==> config.mk <==
export PLATFORM = sky130hd
export DESIGN_NAME = osc_sched
export DESIGN_NICKNAME = d
export VERILOG_FILES = /design/src/rtl/osc_pkg.sv /design/src/rtl/osc_sched_sample_divider.sv /design/src/rtl/osc_sched.sv
export SDC_FILE = /design/constraint.sdc
export NUM_CORES = 1
export LEC_CHECK = 0
export ABC_AREA = 1
export CAP_MARGIN = 20
export CORE_UTILIZATION = 37
export CTS_BUF_LIST = sky130_fd_sc_hd__clkbuf_16
export CTS_CLUSTER_DIAMETER = 50
export DETAILED_ROUTE_END_ITERATION = 12
export SLEW_MARGIN = 25
export SYNTH_ARGS = -nofsm -noshare
export SYNTH_HDL_FRONTEND = slang
export SYNTH_SLANG_ARGS = --single-unit
==> constraint.sdc <==
create_clock -name clk -period 8 [get_ports clk]
set_input_delay 0.8 -clock clk [delete_from_list [all_inputs] [get_ports clk]]
set_output_delay 0.8 -clock clk [all_outputs]
set_load 0.05 [all_outputs]
==> src/rtl/osc_pkg.sv <==
// Shared types and constants for the oscillator-bank phase scheduler.
package osc_pkg;

  localparam int unsigned NVOICE_MAX = 4;
  localparam int unsigned PHASE_W    = 32;
  localparam int unsigned VIDX_W     = $clog2(NVOICE_MAX);
  localparam int unsigned WAVE_W     = 3;

  typedef enum logic {
    IDLE = 1'b0,
    RUN  = 1'b1
  } state_t;

  typedef struct packed {
    logic [PHASE_W-1:0] fcw;
    logic [WAVE_W-1:0]  wave;
    logic               sync;
  } voice_cfg_t;

endpackage

==> src/rtl/osc_sched_sample_divider.sv <==
// Free-running sample-frame divider; tick is high on the last cycle of each frame.
module sample_divider #(
  parameter int unsigned SAMPLE_DIV = 1024
) (
  input  logic clk,
  input  logic reset,
  output logic tick
);

  localparam int unsigned CNT_W = (SAMPLE_DIV > 1) ? $clog2(SAMPLE_DIV) : 1;
  localparam logic [CNT_W-1:0] CNT_MAX = CNT_W'(SAMPLE_DIV - 1);

  logic [CNT_W-1:0] cnt;
  logic [CNT_W-1:0] cnt_d;

  assign cnt_d = (cnt == CNT_MAX) ? '0 : cnt + CNT_W'(1);

  // tick is registered from the next count so it lines up with cnt == SAMPLE_DIV-1
  always_ff @(posedge clk) begin
    if (reset) begin
      cnt  <= '0;
      tick <= 1'b0;
    end else begin
      cnt  <= cnt_d;
      tick <= (cnt_d == CNT_MAX);
    end
  end

endmodule

==> src/rtl/osc_sched.sv <==
// Round-robin phase-accumulator scheduler sharing one adder across NVOICE voices.
// Optional hard sync to voice 0 wrap is enabled by defining OSC_SCHED_SYNC_EN.
module osc_sched
  import osc_pkg::*;
#(
  parameter int unsigned NVOICE     = 3,
  parameter int unsigned SAMPLE_DIV = 1024
) (
  input  logic                clk,
  input  logic                reset,
  input  logic                cfg_valid,
  output logic                cfg_ready,
  input  logic [VIDX_W-1:0]   cfg_voice,
  input  logic [PHASE_W-1:0]  cfg_fcw,
  input  logic [WAVE_W-1:0]   cfg_wave,
`ifdef OSC_SCHED_SYNC_EN
  input  logic                cfg_sync,
`endif
  output logic [PHASE_W-1:0]  phase,
  output logic [WAVE_W-1:0]   wave,
  output logic [VIDX_W-1:0]   voice,
  output logic                phase_valid,
  output logic                frame_done
);

  if (NVOICE < 2 || NVOICE > NVOICE_MAX) begin : g_bad_nvoice
    $error("osc_sched: NVOICE must be in 2..%0d", NVOICE_MAX);
  end
  if (SAMPLE_DIV < NVOICE + 2) begin : g_bad_div
    $error("osc_sched: SAMPLE_DIV must be >= NVOICE+2");
  end

  state_t             state;
  state_t             state_d;
  logic [VIDX_W-1:0]  idx;
  logic [VIDX_W-1:0]  idx_d;
  logic               tick;
  logic               last;
  logic               cfg_fire;
  voice_cfg_t         cfg_in;
  logic [PHASE_W-1:0] acc_next;
  logic [PHASE_W-1:0] acc [NVOICE];
  voice_cfg_t         cfg [NVOICE];

  sample_divider #(.SAMPLE_DIV(SAMPLE_DIV)) u_div (
    .clk   (clk),
    .reset (reset),
    .tick  (tick)
  );

  assign last      = (idx == VIDX_W'(NVOICE - 1));
  assign cfg_ready = (state == IDLE);
  assign cfg_fire  = cfg_valid && cfg_ready && (32'(cfg_voice) < NVOICE);

`ifdef OSC_SCHED_SYNC_EN
  logic [PHASE_W:0] sum;
  logic             wrap0;

  assign sum    = {1'b0, acc[idx]} + {1'b0, cfg[idx].fcw};
  assign cfg_in = '{fcw: cfg_fcw, wave: cfg_wave, sync: cfg_sync};
  // later voices restart at fcw when voice 0 wrapped earlier in this frame
  assign acc_next = ((idx != '0) && wrap0 && cfg[idx].sync) ? cfg[idx].fcw
                                                            : sum[PHASE_W-1:0];
`else
  logic [PHASE_W-1:0] sum;

  assign sum      = acc[idx] + cfg[idx].fcw;
  assign cfg_in   = '{fcw: cfg_fcw, wave: cfg_wave, sync: 1'b0};
  assign acc_next = sum;
`endif

  always_ff @(posedge clk) begin
    if (reset) begin
      state <= IDLE;
      idx   <= '0;
    end else begin
      state <= state_d;
      idx   <= idx_d;
    end
  end

  always_comb begin
    state_d = state;
    idx_d   = idx;
    case (state)
      IDLE: begin
        if (tick) begin
          state_d = RUN;
          idx_d   = '0;
        end
      end
      RUN: begin
        idx_d = idx + VIDX_W'(1);
        if (last) begin
          state_d = IDLE;
          idx_d   = '0;
        end
      end
    endcase
  end

  // Accumulators, voice config and registered result port
  always_ff @(posedge clk) begin
    if (reset) begin
      phase       <= '0;
      wave        <= '0;
      voice       <= '0;
      phase_valid <= 1'b0;
      frame_done  <= 1'b0;
      for (int i = 0; i < int'(NVOICE); i++) begin
        acc[i] <= '0;
        cfg[i] <= '0;
      end
`ifdef OSC_SCHED_SYNC_EN
      wrap0 <= 1'b0;
`endif
    end else begin
      phase_valid <= (state == RUN);
      frame_done  <= (state == RUN) && last;
      if (state == RUN) begin
        acc[idx] <= acc_next;
        phase    <= acc_next;
        wave     <= cfg[idx].wave;
        voice    <= idx;
`ifdef OSC_SCHED_SYNC_EN
        if (idx == '0) begin
          wrap0 <= sum[PHASE_W];
        end
`endif
      end
      if (cfg_fire) begin
        cfg[cfg_voice] <= cfg_in;
      end
    end
  end

endmodule

; ---- After elaboration in Yosys (flattened, before gate mapping)
; Memories as Yosys holds them, arrays and structs flattened. A register that Yosys moved wholly into a read port is not among the register bits.
; Index checks and enable logic that the tools add are counted.
[classes]
n_bitwise = 1
n_mux = 25
reduce_logical = 5
n_eq_ne = 4
magnitude_cmp = 1
add_sub_neg = 3
[op_table]
columns = cell, n
row1 = $mux W35, 1
row2 = $reduce_or A35 Y1, 1
row3 = $add A32 B32 Y32, 1
row4 = $mux W32, 1
row5 = $reduce_or A32 Y1, 1
row6 = $eq A10 B10 Y1 const B, 2
row7 = $mux W2, 8
row8 = $mux W1, 12
row9 = $add A10 B1 Y10 const B, 1
row10 = $mux W10, 1
row11 = $pmux W2 S2, 1
row12 = $logic_and A1 B1 Y1, 3
row13 = $add A2 B1 Y2 const B, 1
row14 = $eq A2 B2 Y1 const B, 1
row15 = $lt A2 B2 Y1 const B, 1
row16 = $ne A2 B1 Y1 const B, 1
row17 = $pmux W1 S2, 1
row18 = $not A1 Y1, 1
[word_totals]
input_bits = 40
mem_count = 2
ff_bits = 53
out_inout_bits = 40
ram_bits = 201
word_cells = 50
[mem_list]
columns = name, depth, width, read_ports, rd_ports_with_merged_regs, wr, line_no
row1 = cfg, 3, 35, 1, 1, 3, osc_sched.sv:43  ; voice_cfg_t cfg [NVOICE];
row2 = acc, 3, 32, 1, 1, 3, osc_sched.sv:42  ; logic [PHASE_W-1:0] acc [NVOICE];

; ---- Logic depth before layout (Yosys ltp)
; Gate-level depths: netlist of the first run.
[depth]
ltp_word = 8
mapped_depth = 19
ltp_nobuf = 16

; ---- By module
; From an unflattened synthesis of the first run, not the netlist that was laid out.
[unflattened]
cells_unflattened = 1693
area_unflattened_um2 = 15303.4
[modules_own_cells]
columns = module, area_per_inst_um2, cells_per_inst, n_inst
row1 = osc_sched, 14745.4, 1609, 1
row2 = sample_divider, 558.0, 84, 1

; ---- Least setup slack after synthesis of the first run
; Ideal clock, no wire load.
[synth_timing]
path_type = input port to flip-flop
from = input reset
to = memory acc[3][0], enable pin
stages = 4
arrival_ns = 3.398
slack_ns = 4.141
required_ns = 7.539
cell_sequence = buf_2 > clkinv_1 > nand2_1 > nor3_1
[synth_lines]
columns = element, line_no
row1 = "start, declared", osc_sched.sv:10  ; input logic reset,
row2 = "end, declared", osc_sched.sv:42

==> results.yml, run 1 <==
run_status:
  status: "finished, final reports clean"
worst_setup_path:
  crit_path_start_kind: "register"
  cp.arrival_ns: 4.50
  cp_max_fo: 88
  crit_type: "reg -> reg"
  worstPathRequired_ns: 8.27
  crit_path_end_kind: "register"
floorplanning:
  boundaryPins: 80
  rows: 74
  initial_core_util_pct: 37.5
  core_um2: 40700
  die_area_um2: 42100
  die_x_um: 205
  fp.dieH_um: 205
synth:
  seq_area_frac_synth_pct: 59.9
  post-synth-top-area-fraction_pct: 52.7
  ys_ff_latch: 323
  yosysWarnings: 0
  synth_largest_area_cell: "edfxtp_1"
  synth_cells: 1689
  synth.distinct_cells: 33
  syn_avg_cell_area_um2: 9.05
  ys_async_sr_fraction_pct: 0
  synth-edff-count: 268
  synth_area_um2: 15300
  synth.area.top_cells: "edfxtp_1, nor2_1, nand2_1, dfxtp_1, inv_1"
  ys.flop_type: "edfxtp_1"
pwr:
  ir_worst_vdd_uv: 136
  p_per_area_nw_per_um2: 216
  leakage_uw: 0.00768
placement:
  dpl_cell_area_um2: 16700
  gp_congestion: 0.916
  hpwlAfterDp_mm: 27.4
  io_buffers: 79
routing:
  drtPass1Iterations: 5
  viasPerCell: 4.95
  drtAntennaViolNets: 0
  drtIter0Drc: 768
  vias: 11600
  finalWirelength_mm: 42.3
  wl_per_cell_um: 18.0
  drc: 0
layout:
  layout.nets: 1864
  syn_to_final_growth_pct: 17.5
  final_cell_area_um2: 18000
  drive_above_1_share_pct: 5.33
  diodes: 0
timing:
  fin_tns_setup_ns: 0
  fmax_mhz: 236
  final.min_clock_period_ns: 4.23
  timing.final.crit_share_pct: 52.9
  relSlewSlack_pct: 31.2
  rsz0062_at_grt: "false"
  final_hold_viol_count: 0
  finalMaxSlewViolations: 0
  skew_ns: 0.0165
  tightest_slew_ns: 1.03
  finalSetupViolCount: 0
clock_network:
  clk_latency_ns: 0.56
  cts_tree: "built"
  htree_num_levels: 2
  cts_buffer_depth: 3
  cts_hold_buf: 0
  cts_inserted_buffers: 39
  clock-root-buffer: "clkbuf_16"
  cts-resized-gates: 0
  path_clk_slew_ns: 0.06
  postCtsSetupBuffers: 0
  numClockSinks: 323
grt:
  grt_pass1_vias: 11400
  grtUsageTotal_pct: 20.5
  grt_pass1_wl_mm: 65.3
  antenna_found_initial: 0
  grt_max_degree: 96
  gr-total-overflow: 0
worst_hold_path:
  min_path_type: "reg -> reg"
run:
  maxCapViolations: 0
## per-stage QoR
stage               util [%]  instances  power, uW  setup WS [ns]  hold slack, ns
detailed placement      41.0       2281       2210           3.65           0.444
CTS                     44.1       2353       3900           3.74           0.452
finish                  44.1       2353       3870           3.77           0.450
global placement        41.0       2281       2200           3.70           0.442
global route            44.1       2353       4000           3.44           0.466
floorplan                  -       1723       2100           4.14           0.434
## metal layers
layer / up-vias / wire [um] / global-route usage [%] / part of all wire, %
met5: - / 0 / 0 / 0
li1: 5703 / - / - / -
met3: 63 / 2550 / 3.18 / 6.0
met4: 0 / 915 / 6.06 / 2.2
met1: 5545 / 19100 / 27.7 / 45
met2: 333 / 19800 / 34.0 / 47
## cell usage in the layout, fill, tap and decap left out, drive strengths merged, types with 23 or more instances in the layout
cell type,n
nor2,400
nand2,333
edfxtp,268
inv,212
o21ai,155
clkdlybuf4s50,79
o22ai,65
dfxtp,55
clkbuf,40
nand3,38
conb,35
ha,33
clkinv,23
## sequential cells by signal, summed over array words and instances, names as in the netlist, named ones only
name / count
phase_valid: 1
phase: 32
u_div.tick: 1
wave: 3
frame_done: 1
state: 1
u_div.cnt: 10
acc: 128
voice: 2
idx: 2
cfg: 140
## cells in the mapped netlist (6+ instances only)
cell type / instances
nor2_1: 389
nand2_1: 330
edfxtp_1: 268
inv_1: 206
o21ai_0: 152
o22ai_1: 65
dfxtp_1: 55
clkbuf_1: 46
nand3_1: 38
ha_1: 33
a21oi_1: 20
buf_2: 20
xnor2_1: 15
nor2_2: 10
nand3b_1: 6
nor3_1: 6
## path summary, 6_finish.rpt
path	start	to	slack, ns	cells after the start
worst min register to register	phase[19]	phase[19]	0.45	2
worst min-delay path	phase[19]	phase[19]	0.45	2
worst max register to register	register	acc[2][30]	3.77	15
worst max-delay path	register	acc[2][30]	3.77	15
## critical path: stages, from the launching register on
cell and delay, ns:
dfxtp_4 0.48, inv_4 0.44, buf_4 0.79, o21ai_0 0.18, o22ai_1 0.22, ha_1 0.25, nand2_1 0.13, nor2_1 0.36
and2_1 0.19, nand2_1 0.05, nand2_1 0.25, nand2_1 0.15, nand2_1 0.09, nand2_1 0.06, nand2_1 0.12, nor2_1 0.06
## power by group
group | switching [uW] | total, uW | internal, uW | leakage, uW
clock | 721 | 1700 | 984 | 0.000625
combinational | 190 | 268 | 77.8 | 0.00390
sequential | 16.0 | 1900 | 1890 | 0.00316
total | 927 | 3870 | 2950 | 0.00768
## kinds of logic after synthesis
| kind of cell | after synthesis | synth area share [%] |
|---|---|---|
| adders and majority gates | 34 | 2.83 |
| other | 1 | 0.0245 |
| buffers and inverters | 275 | 6.97 |
| xor gates and xnor gates | 18 | 1.03 |
| DFF | 323 | 59.9 |
| AOI/OAI and AO/OA | 248 | 8.89 |
| and+or+nand+nor | 790 | 20.4 |
## layout make-up
| type | count | area (um^2) |
|---|---|---|
| Fill cell | 4030 | 22800 |
| Sequential cell | 323 | 9150 |
| Multi-Input combinational cell | 1125 | 5200 |
| Clock buffer | 40 | 1000 |
| Timing Repair Buffer | 94 | 903 |
| Inverter | 207 | 779 |
| Tap cell | 532 | 666 |
| Clock inverter | 32 | 243 |
No activity file was read; power rests on OpenSTA's default activity.
==> run 2, diff against run 1 <==
==> constraint.sdc (replaced) <==
create_clock -name clk -period 4.3 [get_ports clk]
set_input_delay 0.43 -clock clk [delete_from_list [all_inputs] [get_ports clk]]
set_output_delay 0.43 -clock clk [all_outputs]
set_load 0.05 [all_outputs]
==> run 2 against run 1 <==
Worst setup slack got worse by 2.9 ns. First-iteration DRC count rose by 15%. Maximum frequency rose by 22%. Largest power group unchanged. Hold slack improved by 0.0029 ns. Routed wire length fell by 5.3%. Clock skew rose by 0.011 ns. Critical endpoint is now acc[1][26]. Sequential cell count did not move. Global-route usage fell by 1.0 points.
==> results.yml, run 2 (synthesized netlist as in run 1, its figures left out) <==
layout:
  drive_above_1_share_pct: 5.82
  syn_to_final_growth_pct: 18.4
  final_common_cell: "nor2_1"
  reg_top3: "cfg (140), acc (128), phase (32)"
  final_cell_mix: "nor2_1, nand2_1, edfxtp_1"
  diodes: 0
  largest_reg_flops: 140
  layout.nets: 1878
  top_register: "cfg"
  stdcell_count: 2369
worst_setup_path:
  cp_slowest_cell: "inv_4"
  crit_chain: "inv_4 -> buf_4 -> o21ai_0 -> o22ai_1 -> ha_1 -> nand2_1 -> nor2_1 -> nand2_1 -> nor2_1 -> nand2_1 -> nand2_1 -> nand2_1 -> nand2_1 -> nor2_1"
  crit_type: "reg -> reg"
  worstPathRequired_ns: 4.57
  critPathMostFrequentCell: "nand2_1"
  cp.arrival_ns: 3.75
  crit_path_start_kind: "register"
  critPathMaxStageDelay_ns: 0.44
  crit_path_end_kind: "register"
  cp_max_fo: 57
  r2r.worst_path.cells: 14
timing:
  fin_tns_setup_ns: 0
  final.min_clock_period_ns: 3.48
  relSlewSlack_pct: 50.4
  finalSetupViolCount: 0
  timing.final.crit_share_pct: 80.9
  finalMaxSlewViolations: 0
  tightest_slew_ns: 0.743
  rsz0062_at_grt: "false"
  fmax_mhz: 287
  final_hold_viol_count: 0
  skew_ns: 0.0276
run:
  maxCapViolations: 0
clock_network:
  path_clk_slew_ns: 0.06
  postCtsSetupBuffers: 0
  numClockSinks: 323
  cts_tree: "built"
  clock-root-buffer: "clkbuf_16"
  htree_num_levels: 2
  clk_latency_ns: 0.54
  cts-resized-gates: 0
  cts_hold_buf: 0
  cts_inserted_buffers: 42
  cts_buffer_depth: 3
pwr:
  ir_worst_vdd_uv: 271
  leakage_uw: 0.00777
  p_per_area_nw_per_um2: 401
routing:
  drc: 0
  drtIter0Drc: 886
  vias: 11600
  drtPass1Iterations: 5
  finalWirelength_mm: 40.1
  viasPerCell: 4.90
  drtAntennaViolNets: 0
  wl_per_cell_um: 16.9
worst_hold_path:
  hold_depth: 2
  min_path_type: "reg -> reg"
grt:
  grtUsageMet2_pct: 31.6
  gr-total-overflow: 0
  use_met3_pct: 2.90
  grt_pass1_vias: 11400
  grtUsageMet1_pct: 27.2
  grtUsageTotal_pct: 19.5
  antenna_found_initial: 0
  grt-busiest-layer: "met2"
  grt_max_degree: 81
  grt_pass1_wl_mm: 63.0
floorplanning:
  fp.dieH_um: 205
  boundaryPins: 80
  die_x_um: 205
  initial_core_util_pct: 37.5
  rows: 74
  core_um2: 40700
  die_area_um2: 42100
run_status:
  status: "finished, final reports clean"
placement:
  hpwlAfterDp_mm: 25.5
  dpl.cell_count: 2292
  gp_congestion: 0.894
  io_buffers: 79
-- run 2: cell types whose count changed in the layout (fill, tap and decap cells not counted), sizes merged --
cell,before,now
inv,212,225
bufinv,2,1
clkbuf,40,42
buf,15,26
clkinv,23,14
-- run 2: where the power goes --
part	leakage (uW)	switching (uW)	internal, uW
combinational	0.00395	338	146
clock	0.000671	1370	1870
sequential	0.00316	28.3	3510
-- run 2: routing by layer --
layer / vias up / wire, um
met1: 5514 / 18500
met5: - / 0
met4: 0 / 800
li1: 5746 / -
met3: 62 / 2320
met2: 294 / 18500
-- run 2: final cells by class --
class | count | area (um^2)
inverter | 207 | 779
sequential | 323 | 9150
multi-input combinational | 1125 | 5200
tap | 532 | 666
clock inverter | 35 | 241
clock buffer | 42 | 1050
fill | 3991 | 22600
timing repair buffer | 105 | 998
-- run 2: final timing paths --
check	from	endpoint	slack, ns
worst max-delay path	register	acc[1][26]	0.82
worst min-delay path	phase[22]	phase[22]	0.45
worst max register to register	register	acc[1][26]	0.82
worst min register to register	phase[22]	phase[22]	0.45
-- run 2: through the flow --
stage	area, um^2	hold WS (ns)	utilization [%]	total power [uW]	worst slack, ns
after floorplan	15400	0.434	-	3900	0.811
after global placement	16800	0.443	41.2	4080	0.861
after detailed placement	16800	0.445	41.2	4090	0.881
after CTS	18100	0.452	44.4	7330	0.848
after global routing	18100	0.460	44.4	7530	0.578
final	18100	0.453	44.4	7260	0.820
-- run 2: critical path: cells and delay by family, from the launching register on --
kind	cells	cell delay, ns
compound gates	2	0.35
simple gates	9	1.29
flops	1	0.39
buf+inv	2	0.87
fa+ha+maj	1	0.24
